## src/rtl/rs_cmd_debouncer.sv

```systemverilog
// Set/reset request conditioner for the RS trigger: per-channel 2-FF sync and
// debounce, then a small FSM that issues mutually exclusive, spaced S/R pulses.

module rs_deb_chan #(
    parameter int DEBOUNCE_CYCLES = 4
) (
    input  logic clk,
    input  logic rst,
    input  logic btn_i,
    output logic req_o
);
    localparam int CW = $clog2(DEBOUNCE_CYCLES);

    logic          sync1_q, sync2_q;
    logic          deb_q, deb_d;
    logic [CW-1:0] cnt_q, cnt_d;

    // Counter tracks consecutive cycles the synced level disagrees with deb_q.
    always_comb begin
        cnt_d = cnt_q;
        deb_d = deb_q;
        req_o = 1'b0;
        if (sync2_q == deb_q) begin
            cnt_d = '0;
        end else if (cnt_q == CW'(DEBOUNCE_CYCLES - 1)) begin
            cnt_d = '0;
            deb_d = ~deb_q;
            req_o = ~deb_q;
        end else begin
            cnt_d = cnt_q + 1'b1;
        end
    end

    always_ff @(posedge clk) begin
        if (rst) begin
            sync1_q <= 1'b0;
            sync2_q <= 1'b0;
            deb_q   <= 1'b0;
            cnt_q   <= '0;
        end else begin
            sync1_q <= btn_i;
            sync2_q <= sync1_q;
            deb_q   <= deb_d;
            cnt_q   <= cnt_d;
        end
    end
endmodule

module rs_cmd_debouncer #(
    parameter int DEBOUNCE_CYCLES = 4,
    parameter int PULSE_LEN       = 1,
    parameter int HOLDOFF         = 2
) (
    input  logic clk,
    input  logic rst,
    input  logic btn_s,
    input  logic btn_r,
    output logic s,
    output logic r,
    output logic busy,
    output logic conflict
);
    localparam int TMAX = (PULSE_LEN > HOLDOFF) ? PULSE_LEN : HOLDOFF;
    localparam int TW   = (TMAX > 1) ? $clog2(TMAX) : 1;

    typedef enum logic [1:0] {IDLE, PULSE_S, PULSE_R, HOLD} state_t;

    state_t        state_q, state_d;
    logic [TW-1:0] tmr_q, tmr_d;
    logic [1:0]    btn_raw, req, pend_q, pend_d, pend_clr;
    logic          s_q, r_q, busy_q, conflict_q, conflict_d;

    // Channel 0 is set, channel 1 is reset.
    assign btn_raw = {btn_r, btn_s};

    rs_deb_chan #(.DEBOUNCE_CYCLES(DEBOUNCE_CYCLES)) u_chan [1:0] (
        .clk   (clk),
        .rst   (rst),
        .btn_i (btn_raw),
        .req_o (req)
    );

    always_comb begin
        state_d    = state_q;
        tmr_d      = tmr_q;
        pend_clr   = 2'b00;
        conflict_d = 1'b0;
        case (state_q)
            IDLE: begin
                tmr_d = '0;
                if (pend_q == 2'b11) begin
                    conflict_d = 1'b1;
                    pend_clr   = 2'b11;
                end else if (pend_q[0]) begin
                    state_d  = PULSE_S;
                    pend_clr = 2'b01;
                end else if (pend_q[1]) begin
                    state_d  = PULSE_R;
                    pend_clr = 2'b10;
                end
            end
            PULSE_S, PULSE_R: begin
                if (tmr_q == TW'(PULSE_LEN - 1)) begin
                    tmr_d   = '0;
                    state_d = (HOLDOFF == 0) ? IDLE : HOLD;
                end else begin
                    tmr_d = tmr_q + 1'b1;
                end
            end
            HOLD: begin
                if (tmr_q == TW'(HOLDOFF - 1)) begin
                    tmr_d   = '0;
                    state_d = IDLE;
                end else begin
                    tmr_d = tmr_q + 1'b1;
                end
            end
            default: begin
                state_d = IDLE;
                tmr_d   = '0;
            end
        endcase
        // A fresh request wins over a same-cycle consume so it is never dropped.
        pend_d = (pend_q & ~pend_clr) | req;
    end

    always_ff @(posedge clk) begin
        if (rst) begin
            state_q    <= IDLE;
            tmr_q      <= '0;
            pend_q     <= 2'b00;
            s_q        <= 1'b0;
            r_q        <= 1'b0;
            busy_q     <= 1'b0;
            conflict_q <= 1'b0;
        end else begin
            state_q    <= state_d;
            tmr_q      <= tmr_d;
            pend_q     <= pend_d;
            s_q        <= (state_d == PULSE_S);
            r_q        <= (state_d == PULSE_R);
            busy_q     <= (state_d != IDLE);
            conflict_q <= conflict_d;
        end
    end

    assign s        = s_q;
    assign r        = r_q;
    assign busy     = busy_q;
    assign conflict = conflict_q;
endmodule

```

## config.mk

```make
export PLATFORM = sky130hd
export DESIGN_NAME = rs_cmd_debouncer
export DESIGN_NICKNAME = d
export VERILOG_FILES = /design/src/rtl/rs_cmd_debouncer.sv
export SDC_FILE = /design/constraint.sdc
export NUM_CORES = 1
export LEC_CHECK = 0
export CAP_MARGIN = 40
export CELL_PAD_IN_SITES_DETAIL_PLACEMENT = 0
export CELL_PAD_IN_SITES_GLOBAL_PLACEMENT = 2
export CORE_ASPECT_RATIO = 1.25
export CORE_MARGIN = 5
export CORE_UTILIZATION = 32
export DETAILED_ROUTE_END_ITERATION = 8
export PLACE_DENSITY_LB_ADDON = 0.1
export RECOVER_POWER = 100
export SLEW_MARGIN = 20
export SYNTH_ARGS = -nofsm -noshare
export SYNTH_HDL_FRONTEND = slang
export SYNTH_SLANG_ARGS = --single-unit
```

## constraint.sdc

```tcl
create_clock -name clk -period 1.3 [get_ports clk]
set_clock_uncertainty 0.05 [all_clocks]
set_input_delay 0.26 -clock clk [delete_from_list [all_inputs] [get_ports clk]]
set_output_delay 0.26 -clock clk [all_outputs]
set_load 0.02 [all_outputs]
```

Word level (Yosys, flattened, before mapping)
Cells that the tools add are included.
W data, S select, Z words.
{"block": "totals", "regBits": 19, "in_bits": 4, "out_inout_bits": 4, "word_cells": 62}
{"block": "classes", "add_sub_neg": 3, "n_eq_ne": 10, "muxes": 18, "bitwise_logic": 8, "n_reduce_logical": 8}
{"op": "$mux W2", "n": 9}
{"op": "$eq A2 B2 Y1 const B", "n": 6}
{"op": "$mux W1", "n": 7}
{"op": "$pmux W2 S3", "n": 1}
{"op": "$reduce_or A3 Y1", "n": 2}
{"op": "$not A1 Y1", "n": 5}
{"op": "$add A2 B1 Y2 const B", "n": 2}
{"op": "$eq A2 B1 Y1 const B", "n": 2}
{"op": "$reduce_and A2 Y1", "n": 2}
{"op": "$reduce_or A2 Y1", "n": 2}
{"op": "$pmux W1 S3", "n": 1}
{"op": "$and A2 B2 Y2", "n": 1}
{"op": "$eq A1 B1 Y1", "n": 2}
{"op": "$logic_not A2 Y1", "n": 1}
{"op": "$not A2 Y2", "n": 1}
{"op": "$or A2 B2 Y2", "n": 1}
{"op": "$reduce_bool A2 Y1", "n": 1}
{"op": "$add A1 B1 Y1 const B", "n": 1}

Depth between registers and ports, before layout
{"block": "depth", "ltp_word": 7, "mapped_depth": 3, "ltp_nobuf": 3}

By module
Synthesis repeated with hierarchy kept, for this count alone.
{"block": "hier_totals", "hier_cells": 64, "area_unflattened_um2": 703.2}
{"module": "rs_cmd_debouncer", "n_inst": 1, "cells_per_inst": 34, "area_each_um2": 355.3, "seq_area_each_um2": 180.2}
{"module": "rs_deb_chan", "n_inst": 2, "cells_per_inst": 15, "area_each_um2": 173.9, "seq_area_each_um2": 100.1}

Worst setup path before layout
OpenSTA, ideal clock, no wires.
{"block": "synth_timing", "path_type": "register to register", "from": "register u_chan[0].cnt_q[0]", "to": "register u_chan[0].cnt_q[0]", "setup_time_ns": 0.065, "arrival_ns": 0.963, "required_time_ns": 1.185, "path_slack_ns": 0.222, "stages_incl_launch_ff": 4, "path_buffers": 0, "period_less_slack_ns": 1.078, "path_cell_list": "dfxtp_1 > ha_1 > or3_1 > nor2_1"}
{"block": "synth_via", "elab_chain_len": 2, "elab_cells_between_ends": 3, "classes_between": "1 x add/sub; 1 x eq/ne; 1 x reduce/logical"}
{"element": "start: declaration", "line_no": "16", "rtl": "logic [CW-1:0] cnt_q, cnt_d;"}
{"element": "start signal: assignment", "line_no": "44", "rtl": "cnt_q <= cnt_d;"}
{"element": "$eq A2 B2 Y1", "line_no": "25", "rtl": "end else if (cnt_q == CW'(DEBOUNCE_CYCLES - 1)) begin"}
{"element": "$reduce_or A3 Y1 (no line)"}
Several ways; a longest one is shown, not always the timed one.
A chain may end at the register's enable or synchronous reset.

Worst setup path in the final report
{"block": "layout_timing", "from": "register r_q (netlist: r)", "to": "output port r"}
{"element": "start: declaration", "line_no": "71", "rtl": "logic s_q, r_q, busy_q, conflict_q, conflict_d;"}
{"element": "start signal: assignment", "line_no": "141", "rtl": "r_q <= (state_d == PULSE_R);"}
{"element": "end: declaration", "line_no": "59", "rtl": "output logic r,"}
No word-level cell between the ends.

==> results by group <==
Final layout
  • Share of layout cells above drive strength 1: 0.0548
  • Fin util: 0.395
  • Final #Nets: 80
  • Storage cell area: between 300 and 400 um2
  • N_diodes: 0
  • Multi-input logic area: approximately 250 um2
  • Fillers: roughly 210
  • Layout area overhead: 20.0%

Timing
  • Rel. slew slack: 0.789
  • RSZ-0062 raised after global routing: no
  • # setup viols final: 0
  • Slew @ Worst Pin: approximately 0.32 ns
  • Final min period: ~1.2 ns
  • Max-slew violation count: 0
  • Final hold vios: 0
  • Fin crit share: 0.941
  • F_max: ~800 MHz

Logic synthesis
  • Largest area contributor in the netlist: dfxtp_1
  • Synth top area share: 0.590
  • Avg Cell Area, Syn: 10.7 um2
  • #FFs+latches synth: 19
  • Sequential area share after synthesis: 0.590
  • Synth Net Count: 66
  • Cells after synthesis: 60
  • Distinct cells, synth: 21
  • Synth Warn #: 0
  • Netlist area before placement: approximately 640 um2
  • Synth top area cells: dfxtp_1 (59%), ha_1 (3.9%), nor2b_1 (3.9%), nor2_1 (3.5%), mux2i_1 (3.1%)

Floorplanning
  • Initial Util: 0.329
  • Die height: 60.2 um
  • FP Rows: 18
  • Die area: 3020 um2
  • I/O pin count: 8
  • Die X: 50.1 um
  • Core region area: 1960 um2

Worst hold path
  • Worst Hold Launch: u_chan[1].cnt_q[0]
  • Worst min-delay path class: register to register

CTS
  • Clock Latency Late Sink: roughly 0.28 ns
  • Max clock buf depth: 2
  • CTS HTree Levels: 1
  • Post-CTS setup buffers: 0
  • Clock buffer count from CTS: 3
  • Number of hold buffers added after cts: 0
  • Clk sinks: 19
  • CTS tree: done
  • Worst-path clk slew: roughly 0.10 ns
  • Root Buffer: clkbuf_4

Critical path
  • Cells along the critical path: dlygate4sd2_1
  • FF-to-FF Start: u_chan[0].cnt_q[0]
  • Bufs and invs on worst path: 1
  • Slack of the worst reg-to-reg path: around 0.15 ns
  • Required time worst endpoint: around 0.99 ns
  • Crit start category: register
  • Data arrival, critical path: around 0.91 ns
  • CP Class: register to primary output
  • Crit path largest cell delay: 0.32 ns
  • Crit path from: r
  • Critical Path Fanout Max: 1
  • Critical path endpoint category: primary output
  • Kind of cell adding the most delay to the critical path: buffers and inverters
  • CP max stage cell: dlygate4sd2_1

Routing
  • DRC Markers: 0
  • Vias: between 400 and 500
  • Drt initial violations: 5
  • WL per Instance: roughly 11 um
  • Vias per cell: 4.76
  • Post-route ant nets: 0
  • Drt first pass iters: 2
  • Wirelength, routed: ~1000 um

Pwr
  • Maximum vdd ir drop: 0.452 mV
  • Leak: around 0.00029 uW
  • Pwr/cell area: roughly 1300 nW/um2
  • Overall Power: between 900 and 1000 uW

Placement
  • Post-detail-place hpwl: 725 um
  • Port buffer count: 7
  • Routability Congestion: around 0.70

Global route
  • Initial antenna violation count: 0
  • GRT Util Overall: 0.0851
  • Vias in the first global route: 448
  • Grt ovf: 0
  • Largest net degree at the start of global routing: 11
  • First-pass GRT wire length: approximately 1900 um

Run
  • Maxcap violations: 0

Run status
  • Status: completed
[report_power, final]
group          switching [uW]  total [uW]  internal, uW
clock                     165         284           119
sequential               16.3         618           602
combinational            30.9        64.9          34.0
[flip-flops by register name, indices dropped and copies added, names as in the netlist]
name,count
tmr_q,1
u_chan.sync1_q,2
pend_q,2
conflict,1
r,1
u_chan.cnt_q,4
u_chan.sync2_q,2
state_q,2
s,1
busy,1
u_chan.deb_q,2
[cell families (layout without fill, tap and decap cells)]
kind of cell,after synthesis,count (layout),share of synthesized area
fa+ha+maj,2,2,0.0388
compound gates,8,8,0.0816
flops,19,19,0.590
xor+xnor,2,2,0.0272
simple gates,24,24,0.214
buf+inv,3,16,0.0175
mux,2,2,0.0311
[stage by stage]
stage / TNS [ns] / instances / setup WS, ns / instance area, um2 / hold WS (ns)
6_report: 0 / 93 / 0.0770 / 773 / 0.374
2_1_floorplan: 0 / 60 / 0.222 / 644 / 0.288
3_3_place_gp: -0.876 / 89 / -0.154 / 758 / 0.357
3_5_place_dp: -1.51 / 89 / -0.195 / 758 / 0.360
5_1_grt: 0 / 93 / 0.00577 / 773 / 0.399
4_1_cts: 0 / 93 / 0.0411 / 779 / 0.382
[final cells by class]
class	count	share of cell area
sequential	19	0.492
multi-input combinational	38	0.324
timing repair buffer	10	0.108
clock buffer	4	0.0340
tap	20	0.0324
inverter	2	0.00971
[placed cells by master, fill, tap and decap left out, drive strengths merged]
cell type	instances
a21oi	2
a221oi	2
and4b	1
buf	1
clkbuf	6
clkdlybuf4s15	3
clkdlybuf4s50	3
dfxtp	19
dlygate4sd2	1
ha	2
inv	2
mux2i	2
nand2	2
nand2b	2
nand3b	2
nor2	7
nor2b	4
nor3	2
nor4bb	1
o21a	2
o21ai	2
or2	1
or3	2
xnor2	2
[layer usage]
metal  global-route usage  part of all wire
met1                0.100              0.48
met2                0.129              0.45
met3               0.0224             0.053
met4               0.0674             0.012
met5                    0                 0
[synth_stat cells]
| cell type | n |
|---|---|
| nor2_1 | 6 |
| nor2_2 | 1 |
| nand2_1 | 2 |
| nand2b_1 | 2 |
| or3_1 | 2 |
| a21oi_1 | 2 |
| and4b_1 | 1 |
| nor4bb_1 | 1 |
| mux2i_1 | 2 |
| inv_1 | 2 |
| o21a_1 | 2 |
| xnor2_1 | 2 |
| ha_1 | 2 |
| nor2b_1 | 4 |
| or2_1 | 1 |
| o21ai_0 | 2 |
| clkbuf_1 | 1 |
| dfxtp_1 | 19 |
| nand3b_1 | 2 |
| nor3_1 | 2 |
| a221oi_1 | 2 |
[worst paths after layout]
check                       end  cells past startpoint
max                           r                      1
min          u_chan[1].cnt_q[0]                      1
max reg2reg  u_chan[0].cnt_q[1]                      3
min reg2reg  u_chan[1].cnt_q[0]                      1
[repair_timing]
action	4_1_cts	5_1_grt
pin swaps	0	0
gates resized for setup	4	3
endpoints found under the setup margin	4	3
(Power assumes the default switching activity.)
